## src/rtl/spi_pkg.sv

```systemverilog
// Shared definitions for the SPI processing unit.
// Holds the buffer-scheduler state encoding, the select-width helper and the
// default buffer count that the SPI PU top also uses.
package spi_pkg;

    // Default number of rotated buffers in the SPI PU.
    localparam int SPI_DEFAULT_NUMBER_OF_BUFFER = 3;

    // Scheduler states: no SPI transfer in progress / transfer in progress.
    typedef enum logic {
        IDLE = 1'b0,
        XFER = 1'b1
    } spi_state_t;

    // Width of a buffer-select index. A single buffer still needs a 1-bit index.
    function automatic int SPI_SEL_W(input int n);
        return (n <= 1) ? 1 : $clog2(n);
    endfunction

endpackage

```

## src/rtl/spi_cs_sync.sv

```systemverilog
// Chip-select synchronizer and edge detector.
// Brings the asynchronous, active-low SPI chip select into the clk domain
// through two flops and derives transaction edges from a third flop.
// Edges are suppressed until the block is armed. Arming happens the first time
// a real sample of cs (not a reset value) is seen high. This keeps a reset that
// is released in the middle of a transfer from producing a start or a stop.
// Ports:
//   clk   - system clock
//   rst   - asynchronous active-high reset
//   cs    - raw chip select, active-low, asynchronous to clk
//   fall  - cs_s went low this clk (transaction begin), armed only
//   rise  - cs_s went high this clk (transaction end), armed only
//   cs_s  - synchronized chip select
module spi_cs_sync (
    input  logic clk,
    input  logic rst,
    input  logic cs,
    output logic fall,
    output logic rise,
    output logic cs_s
);

    logic       meta_reg;
    logic       sync_reg;
    logic       cs_d_reg;
    logic       armed_reg;
    // fill_reg[1] marks that sync_reg holds a genuine sample of the pin
    // rather than its reset value.
    logic [1:0] fill_reg;

    always_ff @(posedge clk or posedge rst) begin
        if (rst) begin
            meta_reg  <= 1'b1;
            sync_reg  <= 1'b1;
            cs_d_reg  <= 1'b1;
            armed_reg <= 1'b0;
            fill_reg  <= 2'b00;
        end else begin
            meta_reg <= cs;
            sync_reg <= meta_reg;
            cs_d_reg <= sync_reg;
            fill_reg <= {fill_reg[0], 1'b1};
            if (fill_reg[1] && sync_reg) begin
                armed_reg <= 1'b1;
            end
        end
    end

    assign cs_s = sync_reg;
    assign fall = armed_reg & cs_d_reg & ~sync_reg;
    assign rise = armed_reg & ~cs_d_reg & sync_reg;

endmodule

```

## src/rtl/spi_buffer_scheduler.sv

```systemverilog
// Buffer bank sequencer for the SPI processing unit.
// One buffer belongs to the processor side (pu_sel) and the one before it
// belongs to the SPI side (spi_sel). Both rotate on each compute cycle. A
// rotation that would land mid-transfer is deferred to the transfer end. A
// second cycle during the same transfer is dropped and counted.
// Ports:
//   clk         - system clock
//   rst         - asynchronous active-high reset
//   cycle       - start-of-compute-cycle strobe
//   cs          - SPI chip select, active-low, asynchronous
//   pu_sel      - buffer index owned by the processor side
//   spi_sel     - buffer index owned by the SPI side
//   start/stop  - one-clk transaction begin/end pulses
//   swapped     - one-clk pulse the clk after the new selects appear
//   spi_active  - transfer in progress
//   overrun     - sticky flag for a dropped cycle
//   overrun_cnt - saturating count of dropped cycles
module spi_buffer_scheduler
    import spi_pkg::*;
#(
    parameter int NUMBER_OF_BUFFER = SPI_DEFAULT_NUMBER_OF_BUFFER,
    parameter int CNT_WIDTH        = 8,
    localparam int SEL_WIDTH       = SPI_SEL_W(NUMBER_OF_BUFFER)
) (
    input  logic                 clk,
    input  logic                 rst,
    input  logic                 cycle,
    input  logic                 cs,
    output logic [SEL_WIDTH-1:0] pu_sel,
    output logic [SEL_WIDTH-1:0] spi_sel,
    output logic                 start,
    output logic                 stop,
    output logic                 swapped,
    output logic                 spi_active,
    output logic                 overrun,
    output logic [CNT_WIDTH-1:0] overrun_cnt
);

    if (NUMBER_OF_BUFFER < 2 || NUMBER_OF_BUFFER > 16) begin : g_bad_number_of_buffer
        $error("spi_buffer_scheduler: NUMBER_OF_BUFFER must be within 2..16");
    end

    localparam logic [SEL_WIDTH-1:0] LAST_SEL = SEL_WIDTH'(NUMBER_OF_BUFFER - 1);

    function automatic logic [SEL_WIDTH-1:0] inc_sel(input logic [SEL_WIDTH-1:0] v);
        if (v == LAST_SEL) begin
            return '0;
        end
        return v + 1'b1;
    endfunction

    logic fall;
    logic rise;
    logic cs_s;
    // cs_s is kept on the sync block's interface for debug probing only.
    logic cs_s_unused;

    spi_cs_sync u_cs_sync (
        .clk  (clk),
        .rst  (rst),
        .cs   (cs),
        .fall (fall),
        .rise (rise),
        .cs_s (cs_s)
    );

    assign cs_s_unused = cs_s;

    spi_state_t           state_reg, state_next;
    logic                 pending_reg, pending_next;
    logic [SEL_WIDTH-1:0] pu_sel_reg, spi_sel_reg;
    logic                 start_reg, start_next;
    logic                 stop_reg, stop_next;
    logic                 rotate;
    logic                 drop;
    logic                 rotate_d_reg;
    logic                 swapped_reg;
    logic                 overrun_reg;
    logic [CNT_WIDTH-1:0] overrun_cnt_reg;

    always_comb begin
        state_next   = state_reg;
        pending_next = pending_reg;
        start_next   = 1'b0;
        stop_next    = 1'b0;
        rotate       = 1'b0;
        drop         = 1'b0;
        case (state_reg)
            IDLE: begin
                // A cycle coinciding with fall still rotates here, so the
                // SPI side sees the new buffer from its first byte.
                rotate = cycle;
                if (fall) begin
                    state_next = XFER;
                    start_next = 1'b1;
                end
            end
            XFER: begin
                if (rise) begin
                    state_next   = IDLE;
                    stop_next    = 1'b1;
                    rotate       = pending_reg | cycle;
                    pending_next = 1'b0;
                end else if (cycle) begin
                    if (pending_reg) begin
                        drop = 1'b1;
                    end else begin
                        pending_next = 1'b1;
                    end
                end
            end
            default: state_next = IDLE;
        endcase
    end

    always_ff @(posedge clk or posedge rst) begin
        if (rst) begin
            state_reg       <= IDLE;
            pending_reg     <= 1'b0;
            pu_sel_reg      <= '0;
            spi_sel_reg     <= LAST_SEL;
            start_reg       <= 1'b0;
            stop_reg        <= 1'b0;
            rotate_d_reg    <= 1'b0;
            swapped_reg     <= 1'b0;
            overrun_reg     <= 1'b0;
            overrun_cnt_reg <= '0;
        end else begin
            state_reg    <= state_next;
            pending_reg  <= pending_next;
            start_reg    <= start_next;
            stop_reg     <= stop_next;
            rotate_d_reg <= rotate;
            swapped_reg  <= rotate_d_reg;
            if (rotate) begin
                pu_sel_reg  <= inc_sel(pu_sel_reg);
                spi_sel_reg <= inc_sel(spi_sel_reg);
            end
            if (drop) begin
                overrun_reg <= 1'b1;
                if (overrun_cnt_reg != {CNT_WIDTH{1'b1}}) begin
                    overrun_cnt_reg <= overrun_cnt_reg + 1'b1;
                end
            end
        end
    end

    assign pu_sel      = pu_sel_reg;
    assign spi_sel     = spi_sel_reg;
    assign start       = start_reg;
    assign stop        = stop_reg;
    assign swapped     = swapped_reg;
    assign spi_active  = (state_reg == XFER);
    assign overrun     = overrun_reg;
    assign overrun_cnt = overrun_cnt_reg;

endmodule

```

## config.mk

```make
export PLATFORM = sky130hd
export DESIGN_NAME = spi_buffer_scheduler
export DESIGN_NICKNAME = d
export VERILOG_FILES = /design/src/rtl/spi_pkg.sv /design/src/rtl/spi_cs_sync.sv /design/src/rtl/spi_buffer_scheduler.sv
export SDC_FILE = /design/constraint.sdc
export NUM_CORES = 1
export LEC_CHECK = 0
export CORE_UTILIZATION = 49
export CTS_CLUSTER_DIAMETER = 120
export CTS_CLUSTER_SIZE = 8
export DETAILED_ROUTE_END_ITERATION = 10
export PLACE_DENSITY = 0.77
export SLEW_MARGIN = 20
export SYNTH_ARGS = -nofsm -noshare
export SYNTH_HDL_FRONTEND = slang
export SYNTH_HIERARCHICAL = 1
export SYNTH_SLANG_ARGS = --single-unit
```

## constraint.sdc

```tcl
create_clock -name clk -period 1.86 [get_ports clk]
set_input_delay 0.372 -clock clk [delete_from_list [all_inputs] [get_ports clk]]
set_output_delay 0.372 -clock clk [all_outputs]
set_load 0.1 [all_outputs]
```

==> key figures <==
Placement
  • DPL Wire Length: 1420 um
  • Placed insts: 127
  • Number of buffers added on ports: 20
  • Placed inst area: 1413 um^2
  • GPL Wtd Cong: 0.8306
  • Placement Setup Slack: 66.85 ps

Power
  • Max VDD drop: 1.363 mV
  • Power Total: 2.420 mW
  • Sequential fraction of design power: 34.9%
  • Sw Share: 49.23%
  • Part of the power in combinational logic: 55.1%
  • Internal power: 1.228 mW
  • Clock Power Share: 10.1%
  • P_sw: 1.191 mW
  • Power Density: 1677 nW/um^2
  • Leakage: 0.6357 nW

Clock network
  • CTS Root Cell: clkbuf_4
  • Max Buffers Root-to-Sink: 2
  • Num CTS Buffers: 3
  • Clock net sink count: 25
  • CTS tree: built
  • Total number of H-tree levels: 1
  • Cts repair resizes: 0
  • Cts hold-fix bufs: 0
  • Skew-Pair Late Insertion Delay: 320 ps
  • Clock Pin Slew Worst Setup and Hold Paths: 140 ps
  • Post-CTS Setup Repair Bufs: 0

Logic synthesis
  • Ys Warns: 6
  • Mapped Area: 1021 um^2
  • Simple-gate share of the synthesized area: 17.77%
  • Post-synthesis adder-cell area fraction: 1.225%
  • Yosys top cell area share: 51.47%
  • Area contributors post-synth: dfrtp_1 51%, dfstp_2 10%, mux2_4 2.9%
  • Avg Inst Size Synth: 12.76 um^2
  • FFs w/ async S/R, synth: 100.0%
  • Mapped Cells: 80
  • Compound-Gate Fraction of Synth Area: 9.191%
  • Mux cell area share after synthesis: 5.147%
  • Cell taking the most area after synthesis: dfrtp_1
  • Seq/Total Area, Yosys: 61.76%
  • Dominant cell by count in the synthesized netlist: dfrtp_1
  • Synth Flop Type: dfrtp_1
  • Synth unique cells: 36
  • Syn_nets: 85
  • XOR/XNOR Fraction of Synth Area: 2.574%
  • Largest family of logic cells by synthesized area: simple AND/OR/NAND/NOR gates
  • Synthesized flop and latch total: 25
  • Top post-synthesis cells by count: 21 x dfrtp_1, 4 x dfstp_2, 4 x inv_1
  • Post-synth EDFFs: 0

Status
  • Status: finished, final reports clean

Finish
  • Nets@finish: 110
  • Share of layout cells above drive strength 1: 42.31%
  • Area Growth Syn to Fin: 41.30%
  • # diodes: 0
  • Post-layout util: 73.53%
  • Final instance area: 1443 um^2
  • Max FFs per register: 8
  • Cell Count, Final, Fillers Out: 131

Job
  • Maxcap violations: 0

Drt
  • Drt wl/cell: 13.67 um
  • DR iter-0 viols: 17
  • Vias: 699
  • Drt first pass iters: 4
  • Drt drc: 0
  • Via density: 5.336
  • Antenna viol nets, final: 0
  • WL final: 1791 um

Setup path
  • Worst Setup End Kind: flop
  • CP Data Arrival Time: 1910 ps
  • Setup CP Type: reg -> reg
  • CP startpoint kind: flop
  • CP Max Fanout: 6
  • CP required: 2080 ps

Global route
  • Vias in the first global route: 667
  • Maximum number of pins on one net before global-route repair: 16
  • Total congestion overflow: 0
  • Gr usage total: 19.31%
  • Antenna violations before repair: 0
  • First-pass GRT wire length: 2891 um

STA
  • Final worst slack: 172.2 ps
  • RSZ-0062 raised after global routing: no
  • Final period util: 90.74%
  • Achievable frequency: 592.5 MHz
  • Endpoints failing setup: 0
  • Fin. Hold Viols: 0
  • Min Tclk post-route: 1688 ps
  • Fin Clk Skew: 5.536 ps
  • Max Transition Viols Final: 0

Die
  • Die area: 2270 um^2
  • Core ar.: 1962 um^2
  • Starting Density: 52.04%
  • Top Ports: 21
  • Die H: 47.65 um
  • FP Rows: 16
  • Die Span X: 47.65 um

Worst hold path
  • Min-Delay Path Class: in -> async
==> cells in the final DEF (no fill, tap or decap), types with 3 or more instances in the layout <==
cell and count:
nand2b_1 3, dfrtp_2 8, buf_4 3, buf_12 15
inv_1 4, clkbuf_4 3, nand2_1 3, a21oi_1 3
a21o_1 3, dfstp_2 4, dfrtp_1 13, xnor2_1 3
clkdlybuf4s50_1 3
==> worst max-delay path, stage by stage, from the launching register on <==
cell	delay (ps)
dfstp_2	550
and3b_2	220
and4b_1	390
o21ai_2	120
mux2_4	310
==> through the flow <==
stage	hold WS (ps)	TNS, ps
floorplan	160.8	-29.89
global placement	333.7	0
detailed placement	338.9	0
CTS	253.6	0
global route	286.4	0
finish	259.8	0
==> worst paths after layout <==
check	from	end	slack [ps]	cells after the start
worst min-delay path	rst	u_cs_sync/armed_reg	260	2
worst max register to register	u_cs_sync/cs_d_reg	overrun_cnt[1]	170	4
max in group asynchronous	rst	overrun_cnt[5]	1080	3
min in group clk	u_cs_sync/fill_reg[0]	u_cs_sync/fill_reg[1]	370	0
worst min register to register	u_cs_sync/fill_reg[0]	u_cs_sync/fill_reg[1]	370	0
worst max-delay path	u_cs_sync/cs_d_reg	overrun_cnt[1]	170	4
==> power groups by stage <==
stage	sequential (mW)	combinational, mW	clock (mW)
6_report	0.843	1.33	0.244
5_1_grt	0.867	1.39	0.272
4_1_cts	0.843	1.34	0.253
3_5_place_dp	0.854	1.34	0
3_3_place_gp	0.839	1.32	0
2_1_floorplan	1.48	0.205	0
==> logic make-up after synthesis <==
| kind of cell | Yosys count |
|---|---|
| xor+xnor | 3 |
| compound gates | 14 |
| mux | 4 |
| fa+ha+maj | 1 |
| simple gates | 27 |
| buf+inv | 5 |
| other cells | 1 |
| flops | 25 |
==> final cells by class <==
class	instances	area (um^2)
Multi-Input combinational cell	50	370.4
Clock buffer	3	22.52
Clock inverter	1	7.507
Fill cell	144	519.2
Sequential cell	25	640.6
Inverter	4	15.01
Timing Repair Buffer	21	352.8
Tap cell	27	33.78
==> layer usage <==
metal / GRT usage [%] / vias to the layer above / part of all wire (%)
li1: - / 333 / -
met1: 22.58 / 351 / 43
met2: 31.78 / 13 / 53
met3: 3.774 / 2 / 2.8
met4: 13.89 / 0 / 1.3
met5: 0 / - / 0
Note: power is estimated with default switching activity, not from simulation.
==> edit 1: new RTL, same settings <==
Reset style: synchronous (`rst`), changed in 2 clocked blocks. Comments in the files are not updated.
--- a/src/rtl/spi_cs_sync.sv
+++ b/src/rtl/spi_cs_sync.sv
@@ -28,7 +28,7 @@
     // rather than its reset value.
     logic [1:0] fill_reg;
 
-    always_ff @(posedge clk or posedge rst) begin
+    always_ff @(posedge clk) begin
         if (rst) begin
             meta_reg  <= 1'b1;
             sync_reg  <= 1'b1;
--- a/src/rtl/spi_buffer_scheduler.sv
+++ b/src/rtl/spi_buffer_scheduler.sv
@@ -113,7 +113,7 @@
         endcase
     end
 
-    always_ff @(posedge clk or posedge rst) begin
+    always_ff @(posedge clk) begin
         if (rst) begin
             state_reg       <= IDLE;
             pending_reg     <= 1'b0;
Check against the original RTL: differs if rst is asserted again (counterexample within 4 cycles, from zero or initial values and one cycle with rst high); with rst held inactive, the same outputs for 10 cycles.
==> edit 1 against the unedited design <==
Core utilization increased by 4.3 points; clock skew down 0.0015 ns; setup slack improved by 0.024 ns; design area is 4.9% lower; synthesized area fell by 7.5%; routed wire length decreased by 2.3%; sequential share of layout area is 7.1 points lower; non-clock buffer count is 4 higher; sequential cell count stayed put; first-iteration DRC count decreased by 65%; synthesized cell count up 30%.
Power is not compared: it rests on default switching activity, and its combinational part moved more than twofold at a synthesized area within 25%.
==> edit 1: results (changes against the unedited design) <==
WL final=1.75 mm (was 1.79 mm); Internal=681 uW; number of global-route vias before repair=668 (was 667); top cells by area, synth=dfxtp_1 (53%), a21oi_1 (6.4%), nor2_1 (5.2%) (was dfrtp_1 (51%), dfstp_2 (10%), mux2_4 (2.9%)); Routed WL per cell=11.3 um (was 13.7 um); DRT Pass-1 Iters=4 (unchanged); Synth top cells by count=dfxtp_1 (25), nor2_1 (13), a21oi_1 (12), nand2_1 (8) (was dfrtp_1 (21), dfstp_2 (4), inv_1 (4)); Synth Net Count=109 (was 85); outcome=complete, no violations (unchanged); slowest CP cell=clkdlybuf4s50_1 (was dfstp_2); # fillers=132 (was 144); skew final=0.00401 ns (was 0.00554 ns); CP max stage delay=0.53 ns (was 0.55 ns); dpl hpwl=1.31 mm (was 1.42 mm); Inserted Clock Buffers=3 (unchanged); largest net degree at the start of global routing=15 (was 16); Vias/cell=5.08 (was 5.34); synth unique cells=31 (was 36); Tightest Hold Check Type=reg2reg (was in2async); proportion of layout cells with a drive suffix above 1=27.7% (was 42.3%); crit path max fanout=4 (was 6); global-route wire length before repair=2.88 mm (was 2.89 mm); share of flip-flops with an asynchronous set or reset=0% (was 100%); fin nets=136 (was 110); syn avg cell area=9.08 sq um (was 12.8 sq um); gpl congestion=0.795 (was 0.831); GRT Overall Usage=19.4% (was 19.3%); Seq/Total Area, Yosys=53.0% (was 61.8%); DRT iter0 DRCs=6 (was 17); Placed Cells=151 (was 127); Setup WS pre-CTS=-0.138 ns (was 0.0668 ns)
==> edit 1: changes by cell type after synthesis, moves of 4 or more <==
cell     unedited run  this run
a21oi_1             3        12
dfrtp_1            21         0
dfstp_2             4         0
dfxtp_1             0        25
nand2_1             3         8
nand3_1             0         4
nor2_1              2        13
==> edit 1: stage by stage <==
| stage | cell area (sq um) | hold slack [ns] | setup TNS, ns | total power, uW |
|---|---|---|---|---|
| 2_1_floorplan | 956 | 0.383 | 0 | 651 |
| 3_5_place_dp | 1350 | 0.405 | -0.233 | 701 |
| 5_1_grt | 1370 | 0.454 | 0 | 961 |
| 6_report | 1370 | 0.430 | 0 | 922 |
| 3_3_place_gp | 1350 | 0.387 | -0.151 | 697 |
| 4_1_cts | 1370 | 0.436 | 0 | 935 |
==> edit 1: routing by layer <==
layer / track usage [%] / part of all wire, %
met5: 0 / 0
met4: 7.06 / 1.3
met3: 7.14 / 3.8
met2: 31.0 / 48
met1: 23.6 / 47
==> edit 1: cell families after synthesis <==
group | share of synthesized area [%]
adder cells (fa/ha/maj) | 1.32
XOR/XNOR | 1.85
AO/OA/AOI/OAI | 10.7
flip-flops | 53.0
AND/OR/NAND/NOR | 29.7
multiplexers | 1.06
buffers and inverters | 2.38
==> edit 1: path summary, 6_finish.rpt <==
path                                         start  slack [ns]  depth (start not counted)        endpoint
worst max-delay path                         cycle        0.20                          5  overrun_cnt[5]
worst min-delay path            u_cs_sync/meta_reg        0.43                          1  u_cs_sync/cs_s
worst max register to register      u_cs_sync/cs_s        0.22                          6  overrun_cnt[5]
worst min register to register  u_cs_sync/meta_reg        0.43                          1  u_cs_sync/cs_s
==> edit 1: final cells by class <==
cell class | count | area [sq um] | area share, %
flip-flops and latches | 25 | 512 | 37.3
multi-input cells | 73 | 422 | 30.7
inverters | 3 | 11.3 | 0.820
repair buffers | 25 | 370 | 27.0
clock buffers | 4 | 26.3 | 1.91
well taps | 25 | 31.3 | 2.28
==> edit 1: power groups by stage <==
stage               Sequential (uW)  Combinational (uW)  Clock [uW]
floorplan                       625                25.8           0
global placement                575                 123           0
detailed placement              576                 125           0
CTS                             564                 125         247
global route                    566                 132         263
finish                          563                 124         234
==> edit 2: new RTL, config.mk and constraints unchanged <==
Without the edit above. Set the package constant `SPI_DEFAULT_NUMBER_OF_BUFFER` to 5 (it was 3).
--- a/src/rtl/spi_pkg.sv
+++ b/src/rtl/spi_pkg.sv
@@ -4,7 +4,7 @@
 package spi_pkg;
 
     // Default number of rotated buffers in the SPI PU.
-    localparam int SPI_DEFAULT_NUMBER_OF_BUFFER = 3;
+    localparam int SPI_DEFAULT_NUMBER_OF_BUFFER = 5;
 
     // Scheduler states: no SPI transfer in progress / transfer in progress.
     typedef enum logic {
Interface: changed (resized pu_sel and spi_sel); port bits go from 21 to 23. The function was not compared with the original's and may differ.
==> edit 2 against the unedited design <==
Setup slack worse by 0.15 ns; count of clock-buffer cells in the layout up 1; sequential cell count up 2; synthesized area up 11%; routed wire length up 4.8%; design area up 13%; critical path type unchanged; critical endpoint is now overrun_cnt[6]; largest cell class unchanged.
Power is not shown: default switching activity piles up to over one toggle a cycle in this logic, so the estimate is an artifact.
==> edit 2: results (changes against the unedited design) <==
CTS resizes=1 (was 0); post-synthesis compound-gate area fraction=10.7% (was 9.19%); # fillers=138 (was 144); dpl hpwl=1.43 mm (was 1.42 mm); Synth Net Count=103 (was 85); Synth top cells by count=dfrtp_1 (23), nand2_1 (8), a21oi_1 (7), inv_1 (7), o21ai_0 (7) (was dfrtp_1 (21), dfstp_2 (4), inv_1 (4)); Routed WL per cell=12.3 um (was 13.7 um); outcome=complete, no violations (unchanged); Critical Path AT=2.05 ns (was 1.91 ns); multiplexer area fraction after synthesis=4.29% (was 5.15%); Synth Area in XOR/XNOR=2.31% (was 2.57%); Vias/cell=5.13 (was 5.34); worst r2r dst=overrun_cnt[6] (was overrun_cnt[1]); skew final=0.00215 ns (was 0.00554 ns); largest net degree at the start of global routing=22 (was 16); post-synthesis adder-cell area fraction=5.50% (was 1.23%); top cells by area, synth=dfrtp_1 (51%), dfstp_2 (9.2%), ha_1 (5.5%) (was dfrtp_1 (51%), dfstp_2 (10%), mux2_4 (2.9%)); fin nets=135 (was 110); IO Port Bufs=22 (was 20); Placed Cells=147 (was 127); vias=785 (was 699); Synth Instances=94 (was 80); f_max=544 MHz (was 592 MHz); DRT iter0 DRCs=5 (was 17); R2R setup slack=0.02 ns (was 0.17 ns); Seq/Total Area, Yosys=59.8% (was 61.8%); synth unique cells=31 (was 36); GRT Overall Usage=17.4% (was 19.3%); crit path max fanout=3 (was 6); Setup WS pre-CTS=-0.0604 ns (was 0.0668 ns); Post-CTS Setup Inserts=1 (was 0); number of global-route vias before repair=746 (was 667)
==> edit 2: per-layer routing <==
layer | GRT usage (%) | share of wire (%) | wire (um)
met4 | 8.57 | 0.85 | 16
met1 | 21.3 | 44 | 834
met2 | 28.4 | 50 | 945
met3 | 4.24 | 4.3 | 80
met5 | 0 | 0 | 0
==> edit 2: metrics by stage <==
step / area (sq um) / hold WS (ns) / utilization [%] / TNS (ns)
after floorplan: 1140 / 0.161 / - / -0.109
after global placement: 1580 / 0.333 / 72.0 / 0
after detailed placement: 1580 / 0.335 / 72.0 / -0.0604
after CTS: 1620 / 0.262 / 73.7 / -0.0275
after global routing: 1630 / 0.324 / 74.2 / -0.0895
final: 1630 / 0.275 / 74.2 / 0
==> edit 2: final cells by class <==
cell class / instances / share of cell area, %
sequential: 27 / 42.3
inverter: 7 / 1.62
clock buffer: 4 / 1.62
tap: 28 / 2.15
timing repair buffer: 28 / 25.7
multi-input combinational: 59 / 26.6
